File: config.mk
export PLATFORM = sky130hd
export DESIGN_NAME = mem_bus_arbiter_flat
export DESIGN_NICKNAME = d
export VERILOG_FILES = /design/src/rtl/macpu_bus_pkg.sv /design/src/rtl/mem_bus_arbiter_if.sv /design/src/rtl/bus_addr_decode.sv /design/src/rtl/mem_bus_arbiter.sv /design/src/flat_wrapper.sv
export SDC_FILE = /design/constraint.sdc
export NUM_CORES = 1
export LEC_CHECK = 0
export CAP_MARGIN = 10
export CORE_UTILIZATION = 46
export CTS_CLUSTER_DIAMETER = 60
export DETAILED_ROUTE_END_ITERATION = 7
export PLACE_DENSITY = 0.87
export SKIP_LAST_GASP = 1
export SYNTH_ARGS = -nofsm -noshare
export SYNTH_HDL_FRONTEND = slang
export SYNTH_SLANG_ARGS = --single-unit
File: constraint.sdc
create_clock -name clk -period 4.75 [get_ports clk]
set_input_delay 0.475 -clock clk [delete_from_list [all_inputs] [get_ports clk]]
set_output_delay 0.475 -clock clk [all_outputs]
set_load 0.005 [all_outputs]
File: src/rtl/macpu_bus_pkg.sv
// Shared MACPU system-bus definitions: address map, FSM states, decode classes.
package macpu_bus_pkg;

  localparam int unsigned ADDR_W = 16;
  localparam int unsigned DATA_W = 16;

  localparam logic [ADDR_W-1:0] ROM_BASE = 16'h0000;
  localparam logic [ADDR_W-1:0] ROM_LAST = 16'h00FF;
  localparam logic [ADDR_W-1:0] RAM_BASE = 16'h0800;
  localparam logic [ADDR_W-1:0] RAM_LAST = 16'h1FFF;

  typedef enum logic [1:0] {
    ST_IDLE   = 2'd0,
    ST_ACCESS = 2'd1,
    ST_ACK    = 2'd2
  } bus_state_t;

  typedef enum logic [1:0] {
    DEC_ROM = 2'd0,
    DEC_RAM = 2'd1,
    DEC_ERR = 2'd2
  } bus_dec_t;

  // Request payload as presented by one master.
  typedef struct packed {
    logic              rw;
    logic [ADDR_W-1:0] addr;
    logic [DATA_W-1:0] wdata;
  } bus_req_t;

  // Classify a byte address into the ROM window, the RAM window or unmapped.
  function automatic bus_dec_t decode_addr(input logic [ADDR_W-1:0] a);
    bus_dec_t d;
    if ((a >= ROM_BASE) && (a <= ROM_LAST))      d = DEC_ROM;
    else if ((a >= RAM_BASE) && (a <= RAM_LAST)) d = DEC_RAM;
    else                                         d = DEC_ERR;
    return d;
  endfunction

endpackage

File: src/rtl/mem_bus_arbiter_if.sv
// One master's request/response port on the MACPU system bus.
interface mem_bus_arbiter_if;
  import macpu_bus_pkg::*;

  logic              req;
  logic              rw;
  logic [ADDR_W-1:0] addr;
  logic [DATA_W-1:0] wdata;
  logic              lock;
  logic              gnt;
  logic              ack;
  logic              err;
  logic [DATA_W-1:0] rdata;

  modport master (output req, rw, addr, wdata, lock, input gnt, ack, err, rdata);
  modport slave  (input req, rw, addr, wdata, lock, output gnt, ack, err, rdata);
endinterface

File: src/rtl/bus_addr_decode.sv
// Combinational address decoder, shared with the CPU fetch unit.
module bus_addr_decode
  import macpu_bus_pkg::*;
(
  input  logic [ADDR_W-1:0] addr_i,
  output logic              rom_cs_o,
  output logic              ram_cs_o,
  output logic              err_o
);

  bus_dec_t dec;

  // Map the decode class onto one-hot select/error lines.
  always_comb begin
    dec      = decode_addr(addr_i);
    rom_cs_o = (dec == DEC_ROM);
    ram_cs_o = (dec == DEC_RAM);
    err_o    = (dec == DEC_ERR);
  end

endmodule

File: src/rtl/mem_bus_arbiter.sv
// Two-master round-robin bus arbiter and ROM/RAM controller with wait states and bus lock.
module mem_bus_arbiter
  import macpu_bus_pkg::*;
#(
  parameter int unsigned RAM_WAIT = 1,
  parameter int unsigned LOCK_MAX = 8
) (
  input  logic              clk,
  input  logic              rst,
  mem_bus_arbiter_if.slave  m0,
  mem_bus_arbiter_if.slave  m1,
  output logic [ADDR_W-1:0] o_addr,
  output logic [DATA_W-1:0] o_wdata,
  output logic              o_rw,
  output logic              o_rom_cs,
  output logic              o_ram_cs,
  input  logic [DATA_W-1:0] i_rdata
);

  localparam int unsigned WAIT_W = 3;
  localparam int unsigned CNT_W  = $clog2(LOCK_MAX + 1);

  bus_state_t              state_q, state_d;
  logic                    owner_q, owner_d;
  logic                    last_q, last_d;
  logic [CNT_W-1:0]        lock_cnt_q, lock_cnt_d;
  logic [WAIT_W-1:0]       wait_q, wait_d;
  logic [1:0]              gnt_q, gnt_d;
  logic [1:0]              ack_q, ack_d;
  logic [1:0]              err_q, err_d;
  logic [1:0][DATA_W-1:0]  rdata_q, rdata_d;
  logic [ADDR_W-1:0]       addr_q, addr_d;
  logic [DATA_W-1:0]       wdata_q, wdata_d;
  logic                    rom_cs_q, rom_cs_d;
  logic                    ram_cs_q, ram_cs_d;
  logic                    o_rw_q, o_rw_d;
  logic                    terr_q, terr_d;

  logic [1:0] req_c, lock_c;
  bus_req_t   m0_req_c, m1_req_c, sel_req_c;
  logic       win_c, sel_c, latch_c, chain_c;
  logic       dec_rom_c, dec_ram_c, dec_err_c;

  assign req_c    = {m1.req, m0.req};
  assign lock_c   = {m1.lock, m0.lock};
  assign m0_req_c = '{rw: m0.rw, addr: m0.addr, wdata: m0.wdata};
  assign m1_req_c = '{rw: m1.rw, addr: m1.addr, wdata: m1.wdata};

  // Winner: a lone requester, otherwise the master not served last.
  assign win_c     = (req_c == 2'b11) ? ~last_q : req_c[1];
  assign sel_c     = (state_q == ST_IDLE) ? win_c : owner_q;
  assign sel_req_c = sel_c ? m1_req_c : m0_req_c;
  assign chain_c   = req_c[owner_q] & lock_c[owner_q] & (lock_cnt_q < CNT_W'(LOCK_MAX));

  bus_addr_decode u_decode (
    .addr_i   (sel_req_c.addr),
    .rom_cs_o (dec_rom_c),
    .ram_cs_o (dec_ram_c),
    .err_o    (dec_err_c)
  );

  // Next-state and output logic.
  always_comb begin
    state_d    = state_q;
    owner_d    = owner_q;
    last_d     = last_q;
    lock_cnt_d = lock_cnt_q;
    wait_d     = wait_q;
    gnt_d      = gnt_q;
    ack_d      = '0;
    err_d      = '0;
    rdata_d    = '0;
    addr_d     = addr_q;
    wdata_d    = wdata_q;
    rom_cs_d   = rom_cs_q;
    ram_cs_d   = ram_cs_q;
    o_rw_d     = o_rw_q;
    terr_d     = terr_q;
    latch_c    = 1'b0;

    case (state_q)
      ST_IDLE: begin
        if (|req_c) begin
          latch_c    = 1'b1;
          owner_d    = win_c;
          gnt_d      = win_c ? 2'b10 : 2'b01;
          lock_cnt_d = '0;
          state_d    = ST_ACCESS;
        end
      end
      ST_ACCESS: begin
        if (wait_q == '0) begin
          state_d          = ST_ACK;
          ack_d[owner_q]   = 1'b1;
          err_d[owner_q]   = terr_q;
          rdata_d[owner_q] = terr_q ? '0 : i_rdata;
          rom_cs_d         = 1'b0;
          ram_cs_d         = 1'b0;
          o_rw_d           = 1'b0;
        end else begin
          wait_d = wait_q - WAIT_W'(1);
        end
      end
      ST_ACK: begin
        if (chain_c) begin
          latch_c    = 1'b1;
          lock_cnt_d = lock_cnt_q + CNT_W'(1);
          state_d    = ST_ACCESS;
        end else begin
          gnt_d      = '0;
          lock_cnt_d = '0;
          last_d     = owner_q;
          state_d    = ST_IDLE;
        end
      end
      default: state_d = ST_IDLE;
    endcase

    // Capture the selected request and its decode for the coming ACCESS phase.
    if (latch_c) begin
      addr_d   = sel_req_c.addr;
      wdata_d  = sel_req_c.wdata;
      rom_cs_d = dec_rom_c & ~sel_req_c.rw;
      ram_cs_d = dec_ram_c;
      o_rw_d   = dec_ram_c & sel_req_c.rw;
      terr_d   = dec_err_c | (dec_rom_c & sel_req_c.rw);
      wait_d   = dec_ram_c ? WAIT_W'(RAM_WAIT) : '0;
    end
  end

  // State and output registers; reset clears everything and aborts any transfer.
  always_ff @(posedge clk or posedge rst) begin
    if (rst) begin
      state_q    <= ST_IDLE;
      owner_q    <= 1'b0;
      last_q     <= 1'b1;
      lock_cnt_q <= '0;
      wait_q     <= '0;
      gnt_q      <= '0;
      ack_q      <= '0;
      err_q      <= '0;
      rdata_q    <= '0;
      addr_q     <= '0;
      wdata_q    <= '0;
      rom_cs_q   <= 1'b0;
      ram_cs_q   <= 1'b0;
      o_rw_q     <= 1'b0;
      terr_q     <= 1'b0;
    end else begin
      state_q    <= state_d;
      owner_q    <= owner_d;
      last_q     <= last_d;
      lock_cnt_q <= lock_cnt_d;
      wait_q     <= wait_d;
      gnt_q      <= gnt_d;
      ack_q      <= ack_d;
      err_q      <= err_d;
      rdata_q    <= rdata_d;
      addr_q     <= addr_d;
      wdata_q    <= wdata_d;
      rom_cs_q   <= rom_cs_d;
      ram_cs_q   <= ram_cs_d;
      o_rw_q     <= o_rw_d;
      terr_q     <= terr_d;
    end
  end

  assign m0.gnt   = gnt_q[0];
  assign m0.ack   = ack_q[0];
  assign m0.err   = err_q[0];
  assign m0.rdata = rdata_q[0];
  assign m1.gnt   = gnt_q[1];
  assign m1.ack   = ack_q[1];
  assign m1.err   = err_q[1];
  assign m1.rdata = rdata_q[1];

  assign o_addr   = addr_q;
  assign o_wdata  = wdata_q;
  assign o_rw     = o_rw_q;
  assign o_rom_cs = rom_cs_q;
  assign o_ram_cs = ram_cs_q;

endmodule
File: src/flat_wrapper.sv
// flat-port wrapper written by rule: the top's interface ports become plain ports
module mem_bus_arbiter_flat import macpu_bus_pkg::*;
#(
  parameter int unsigned RAM_WAIT = 1,
  parameter int unsigned LOCK_MAX = 8
)
  (clk, rst, o_addr, o_wdata, o_rw, o_rom_cs, o_ram_cs, i_rdata, m0_req, m0_rw, m0_addr, m0_wdata, m0_lock, m0_gnt, m0_ack, m0_err, m0_rdata, m1_req, m1_rw, m1_addr, m1_wdata, m1_lock, m1_gnt, m1_ack, m1_err, m1_rdata);
  mem_bus_arbiter_if m0_i ();
  mem_bus_arbiter_if m1_i ();
  input  logic clk;
  input  logic rst;
  output logic [ADDR_W-1:0] o_addr;
  output logic [DATA_W-1:0] o_wdata;
  output logic o_rw;
  output logic o_rom_cs;
  output logic o_ram_cs;
  input  logic [DATA_W-1:0] i_rdata;
  input wire logic [$bits(m0_i.req)-1:0] m0_req;
  input wire logic [$bits(m0_i.rw)-1:0] m0_rw;
  input wire logic [$bits(m0_i.addr)-1:0] m0_addr;
  input wire logic [$bits(m0_i.wdata)-1:0] m0_wdata;
  input wire logic [$bits(m0_i.lock)-1:0] m0_lock;
  output wire logic [$bits(m0_i.gnt)-1:0] m0_gnt;
  output wire logic [$bits(m0_i.ack)-1:0] m0_ack;
  output wire logic [$bits(m0_i.err)-1:0] m0_err;
  output wire logic [$bits(m0_i.rdata)-1:0] m0_rdata;
  input wire logic [$bits(m1_i.req)-1:0] m1_req;
  input wire logic [$bits(m1_i.rw)-1:0] m1_rw;
  input wire logic [$bits(m1_i.addr)-1:0] m1_addr;
  input wire logic [$bits(m1_i.wdata)-1:0] m1_wdata;
  input wire logic [$bits(m1_i.lock)-1:0] m1_lock;
  output wire logic [$bits(m1_i.gnt)-1:0] m1_gnt;
  output wire logic [$bits(m1_i.ack)-1:0] m1_ack;
  output wire logic [$bits(m1_i.err)-1:0] m1_err;
  output wire logic [$bits(m1_i.rdata)-1:0] m1_rdata;
  assign m0_i.req = m0_req;
  assign m0_i.rw = m0_rw;
  assign m0_i.addr = m0_addr;
  assign m0_i.wdata = m0_wdata;
  assign m0_i.lock = m0_lock;
  assign m0_gnt = m0_i.gnt;
  assign m0_ack = m0_i.ack;
  assign m0_err = m0_i.err;
  assign m0_rdata = m0_i.rdata;
  assign m1_i.req = m1_req;
  assign m1_i.rw = m1_rw;
  assign m1_i.addr = m1_addr;
  assign m1_i.wdata = m1_wdata;
  assign m1_i.lock = m1_lock;
  assign m1_gnt = m1_i.gnt;
  assign m1_ack = m1_i.ack;
  assign m1_err = m1_i.err;
  assign m1_rdata = m1_i.rdata;
  mem_bus_arbiter #(.RAM_WAIT(RAM_WAIT), .LOCK_MAX(LOCK_MAX)) u_core (.clk(clk), .rst(rst), .m0(m0_i), .m1(m1_i), .o_addr(o_addr), .o_wdata(o_wdata), .o_rw(o_rw), .o_rom_cs(o_rom_cs), .o_ram_cs(o_ram_cs), .i_rdata(i_rdata));
endmodule
==> impl_metrics.csv, run 1 <==
group,metric,value,unit
cells_and_area,nets,548,
route,totalWireLength,8.98,mm
yosys,ys_warn_count,0,
yosys,ys_seq_elements,85,
place,io_buffer_count,160,
clocking,tritoncts,"built",
yosys,synth_async_sr_flop_share,1.00,
grt,grt_usage,0.211,
cells_and_area,post_layout_nonfiller_instances,567,
worst_setup_path,required,4.98,ns
timing,fin_setup_tns,0,ns
job,maxCapViolCount,0,
worst_setup_path,end_kind,"flop",
worst_setup_path,reg2reg_slack,2.61,ns
route,vias,2835,
worst_setup_path,startpoint,"m0_req",
power_and_ir_drop,vdd_drop_max,258,uV
worst_setup_path,r2r-start,"u_core.state_q[1]",
die,dieArea,8760,um^2
worst_hold_path,hold_path_class,"reg2reg",
power_and_ir_drop,power_density,526,nW/um^2
power_and_ir_drop,leakagePower,0.00244,uW
worst_setup_path,endpoint,"u_core.o_wdata[0]",
yosys,yosysSeqAreaShare,0.551,
timing,min_period,2.26,ns
grt,grt_max_degree,52,
timing,rsz0062_at_grt,"false",
route,route.detailed.drc,0,
die,rows,33,
worst_setup_path,path_delay_family,"buffers and inverters",
grt,grt_pass1_wl,14.1,mm
route,wire_per_inst,15.8,um
route,drt_iter0_markers,79,
timing,clock.fmax,0.443,GHz
worst_setup_path,worst-r2r-cell-count,5,
yosys,synth_area,3860,um^2
place,dp.cells,551,
worst_setup_path,startpoint_type,"primary input",
worst_setup_path,critPathSlowestCell,"clkdlybuf4s50_1",
die,initial_utilization,0.472,
place,dp_hpwl,6.64,mm
die,io_pins,161,
worst_setup_path,reg2reg_to,"u_core.o_wdata[0]",
grt,overflow,0,
clocking,cts.htree.levels,3,
cells_and_area,final_common_cell,"clkdlybuf4s50_1",
worst_setup_path,path_max_fanout,37,
grt,antenna_found_initial,0,
worst_setup_path,worst-path-buf-inv,2,
cells_and_area,layout.area.seq,2130,um^2
yosys,yosysTopAreaCellShare,0.545,
cells_and_area,drive_gt1_frac,0.152,
timing,maxSlewViolCount,0,
timing,max_slew_margin,0.428,
clocking,cts_buffer_depth,2,
yosys,postSynthCellCount,295,
status,status,"finished, final reports clean",
worst_setup_path,cp.arrival,2.49,ns
clocking,clkLatencyLatePin,0.34,ns
worst_setup_path,crit_chain,"clkdlybuf4s50_1 -> nand2_1 -> a31oi_4 -> buf_4 -> mux2_2 -> mux2_4",
yosys,synth_area_per_cell,13.1,um^2
cells_and_area,final_cell_mix,"clkdlybuf4s50_1, dfrtp_1, nor2_1",
cells_and_area,area_delta_synth_final,46.7,%
die,core,8180,um^2
worst_setup_path,cp.depth,6,
grt,grt_pass1_vias,2883,
cells_and_area,multiInputGateArea,1560,um^2
route,via_per_inst,5.00,
yosys,yosys.area.top_type,"dfrtp_1",
place,gp_congestion,0.751,
clocking,clkTransAtPathRegs,0.08,ns
yosys,synth_edf_count,0,
yosys,synth_area_leaders,"dfrtp_1, mux2_4, mux2_1",
timing,period_share,0.476,
clocking,cts_root_buffer,"clkbuf_8",
cells_and_area,n_antenna_cell,0,
worst_setup_path,worst-setup-path-type,"in2reg",
clocking,clock-sinks,85,
clocking,cts_hold_buf,0,
yosys,synth_ff_type,"dfrtp_1",
timing,finalSetupViolCount,0,
cells_and_area,fill_cells,601,
clocking,post-cts-setup-buffer-count,0,
route,dr.pass1.iters,4,
route,ant_nets,0,
timing,skew,0.0127,ns
yosys,synth_cell_types,37,
die,die_y,93.6,um
timing,worst_slew_pin_slew,0.856,ns
die,die_x,93.6,um
clocking,post_cts_resized,0,
timing,hold_viol,0,
worst_setup_path,slowest_delay,0.56,ns
yosys,synth_nets,386,
clocking,cts_made_buffers,9,
[how the worst min path moves through the flow]
stage	slack [ns]	depth (start not counted)	end	startpoint
global route	0.53	1	u_core.gnt_q[1]	u_core.gnt_q[1]
CTS	0.51	1	u_core.gnt_q[1]	u_core.gnt_q[1]
finish	0.50	1	u_core.gnt_q[1]	u_core.gnt_q[1]
detailed placement	0.49	1	u_core.gnt_q[1]	u_core.gnt_q[1]
floorplan	0.47	2	u_core.lock_cnt_q[3]	u_core.lock_cnt_q[3]
global placement	0.48	1	u_core.gnt_q[0]	u_core.gnt_q[0]
[flip-flops by register name, summed over array words and instances (netlist names)]
signal	count
u_core.m0.rdata	16
u_core.m1.rdata	16
u_core.o_addr	16
u_core.o_wdata	16
u_core.lock_cnt_q	4
u_core.wait_q	3
u_core.ack_q	2
u_core.err_q	2
u_core.gnt_q	2
u_core.state_q	2
u_core.last_q	1
u_core.o_ram_cs	1
u_core.o_rom_cs	1
u_core.o_rw	1
u_core.owner_q	1
u_core.terr_q	1
[cell usage after synthesis, drive strengths merged, types with 3 or more instances]
master	number
nand2	30
o31ai	5
dfrtp	84
inv	7
nand3	5
nand2b	5
nand3b	3
a21oi	3
ha	3
nor3	4
mux2	68
buf	11
mux2i	7
o21ai	3
nor2	39
[layout make-up]
| type | count | area share |
|---|---|---|
| Timing Repair Buffer | 164 | 0.288 |
| Sequential cell | 85 | 0.376 |
| Clock inverter | 7 | 0.00994 |
| Multi-Input combinational cell | 189 | 0.275 |
| Tap cell | 105 | 0.0232 |
| Inverter | 8 | 0.00552 |
| Clock buffer | 9 | 0.0219 |
[power by group]
group / switching, uW / total [uW] / leakage (uW) / internal [uW]
Combinational: 553 / 1440 / 0.00126 / 890
Sequential: 134 / 1070 / 0.00109 / 938
Clock: 268 / 464 / 0.0000906 / 196
[per-layer routing]
layer,share of wire,up-vias,global-route usage
met5,0,-,0
met4,0.013,0,0.0615
met3,0.084,10,0.0683
met2,0.49,114,0.362
met1,0.41,1384,0.253
li1,-,1327,-
[metrics by stage]
step	utilization	power [uW]	hold slack (ns)	setup slack, ns	area (um^2)
6_report	0.693	2980	0.503	2.49	5660
5_1_grt	0.693	3170	0.526	2.42	5660
4_1_cts	0.693	3020	0.509	2.49	5660
3_5_place_dp	0.670	2540	0.490	2.12	5480
3_3_place_gp	0.670	2490	0.485	2.21	5480
2_1_floorplan	-	2040	0.470	2.08	3860
[cells by family after synthesis]
family | Yosys count | synth area share
buffers and inverters | 21 | 0.0447
and+or+nand+nor | 92 | 0.105
muxes | 75 | 0.248
xor gates and xnor gates | 2 | 0.00454
DFF | 85 | 0.551
AOI/OAI and AO/OA | 17 | 0.0370
adders and majority gates | 3 | 0.00973
Power figures use the tool's default switching activity.
==> run 2, diff against run 1 <==
--- a/config.mk
+++ b/config.mk
@@ -6,10 +6,10 @@
 export NUM_CORES = 1
 export LEC_CHECK = 0
 export CAP_MARGIN = 10
-export CORE_UTILIZATION = 46
+export CORE_UTILIZATION = 43
 export CTS_CLUSTER_DIAMETER = 60
 export DETAILED_ROUTE_END_ITERATION = 7
-export PLACE_DENSITY = 0.87
+export PLACE_DENSITY = 0.83
 export SKIP_LAST_GASP = 1
 export SYNTH_ARGS = -nofsm -noshare
 export SYNTH_HDL_FRONTEND = slang
==> constraint.sdc (replaced) <==
create_clock -name clk -period 2.35 [get_ports clk]
set_input_delay 0.235 -clock clk [delete_from_list [all_inputs] [get_ports clk]]
set_output_delay 0.235 -clock clk [all_outputs]
set_load 0.005 [all_outputs]
==> run 2 against run 1 <==
Die area increased by 6.8%. Count of clock-buffer cells in the layout increased by 2. Sequential power increased by 100%. Critical path type is now reg2reg.
==> impl_metrics.csv, run 2 (synthesized netlist as in run 1, its figures left out) <==
group,metric,value,unit
route,vias,2811,
power_and_ir_drop,power_density,1090,nW/um^2
die,die_x,96.7,um
worst_setup_path,worst-r2r-cell-count,5,
power_and_ir_drop,power_frac_seq,0.343,
job,maxCapViolCount,0,
grt,antenna_found_initial,0,
grt,grt_max_degree,50,
timing,fin_setup_tns,0,ns
route,wire_per_inst,15.4,um
grt,overflow,0,
cells_and_area,final_common_cell,"clkdlybuf4s50_1",
worst_setup_path,end_kind,"flop",
timing,period_share,0.819,
worst_setup_path,path_max_fanout,36,
place,gp_congestion,0.809,
place,io_buffer_count,160,
power_and_ir_drop,internal_power,4420,uW
timing,min_period,1.92,ns
cells_and_area,stdcell_area,5790,um^2
die,rows,34,
route,via_per_inst,4.91,
timing,worst_slew_pin_slew,0.626,ns
power_and_ir_drop,switching_share,0.301,
power_and_ir_drop,vdd_drop_max,505,uV
route,totalWireLength,8.83,mm
timing,finalSetupViolCount,0,
clocking,post-cts-setup-buffer-count,0,
grt,grt_usage,0.196,
clocking,cts_buffer_depth,2,
worst_setup_path,cp.arrival,2.15,ns
clocking,cts.htree.levels,3,
die,initial_utilization,0.443,
worst_setup_path,reg2reg_slack,0.43,ns
worst_setup_path,worst-setup-path-type,"reg2reg",
power_and_ir_drop,leakagePower,0.00248,uW
route,drt_iter0_markers,115,
die,dieArea,9360,um^2
clocking,tritoncts,"built",
worst_setup_path,required,2.57,ns
cells_and_area,layout.area.seq,2130,um^2
worst_setup_path,startpoint_type,"flop",
route,ant_nets,0,
cells_and_area,n_antenna_cell,0,
place,dpl_cell_area,5570,um^2
grt,grt_pass1_wl,14.8,mm
clocking,clkTransAtPathRegs,0.09,ns
worst_setup_path,slowest_delay,0.50,ns
clocking,clkLatencyLatePin,0.34,ns
power_and_ir_drop,clockPowerShare,0.182,
timing,maxSlewViolCount,0,
clocking,clock-sinks,85,
worst_setup_path,critPathSlowestCell,"dfrtp_1",
timing,skew,0.0175,ns
worst_hold_path,hold_path_class,"in2async",
timing,max_slew_margin,0.581,
route,dr.pass1.iters,4,
clocking,cts_hold_buf,0,
clocking,post_cts_resized,0,
place,dp_hpwl,6.44,mm
grt,grt_pass1_vias,3108,
die,core,8720,um^2
worst_setup_path,r2r-start,"u_core.state_q[1]",
power_and_ir_drop,power_frac_comb,0.475,
route,route.detailed.drc,0,
cells_and_area,area_delta_synth_final,50.0,%
worst_setup_path,reg2reg_to,"u_core.o_addr[12]",
power_and_ir_drop,switching_power,1900,uW
cells_and_area,final_cell_mix,"clkdlybuf4s50_1, dfrtp_1, nor2_1",
timing,clock.fmax,0.520,GHz
cells_and_area,nets,550,
cells_and_area,fill_cells,675,
clocking,cts_made_buffers,9,
worst_setup_path,crit_chain,"o21a_1 -> a31oi_4 -> buf_12 -> mux2_2 -> mux2_4",
timing,hold_viol,0,
die,io_pins,161,
status,status,"finished, final reports clean",
die,die_y,96.7,um
cells_and_area,multiInputGateArea,1560,um^2
clocking,cts_root_buffer,"clkbuf_8",
cells_and_area,drive_gt1_frac,0.153,
timing,rsz0062_at_grt,"false",
[run 2: stage by stage]
step	std cells	power [uW]	hold slack, ns	setup slack (ns)	utilization
after detailed placement	556	5230	0.487	0.145	0.638
after floorplan	295	4130	0.374	0.453	-
after global routing	572	6700	0.342	0.323	0.664
after global placement	556	5130	0.489	0.213	0.638
after CTS	572	6410	0.306	0.417	0.664
final	572	6320	0.318	0.425	0.664
[run 2: worst max path at each step]
stage	start	end	slack, ns	cells after the start
detailed placement	m0_req	u_core.o_wdata[0]	0.14	6
floorplan	u_core.state_q[0]	u_core.o_addr[0]	0.45	6
global route	u_core.state_q[1]	u_core.o_wdata[5]	0.32	5
finish	u_core.state_q[1]	u_core.o_addr[12]	0.43	5
CTS	u_core.state_q[1]	u_core.o_wdata[5]	0.42	5
global placement	m1_req	u_core.o_wdata[8]	0.21	6
[run 2: power by group through the flow]
stage	registers, uW	logic [uW]	clock network, uW
after floorplan	2160	1970	0
after global placement	2180	2960	0
after detailed placement	2190	3050	0
after CTS	2170	3050	1180
after global routing	2220	3240	1240
final	2170	3000	1150
[run 2: layout make-up]
type / count / area share
multi-input combinational: 189 / 0.269
sequential: 85 / 0.368
timing repair buffer: 166 / 0.295
tap: 108 / 0.0233
clock inverter: 5 / 0.0145
clock buffer: 11 / 0.0244
inverter: 8 / 0.00583
[run 2: critical path: cells and delay by family, from the launching register on]
kind                   cells  cell delay [ns]
AO/OA/AOI/OAI              2             0.44
multiplexers               2             0.61
buffers and inverters      1             0.24
flip-flops                 1             0.50
[run 2: metal layers]
| metal | vias up | part of all wire | GRT usage |
|---|---|---|---|
| met4 | 0 | 0.028 | 0.0838 |
| met1 | 1344 | 0.40 | 0.222 |
| met3 | 19 | 0.092 | 0.0766 |
| met2 | 121 | 0.48 | 0.328 |
| li1 | 1327 | - | - |
| met5 | - | 0 | 0 |
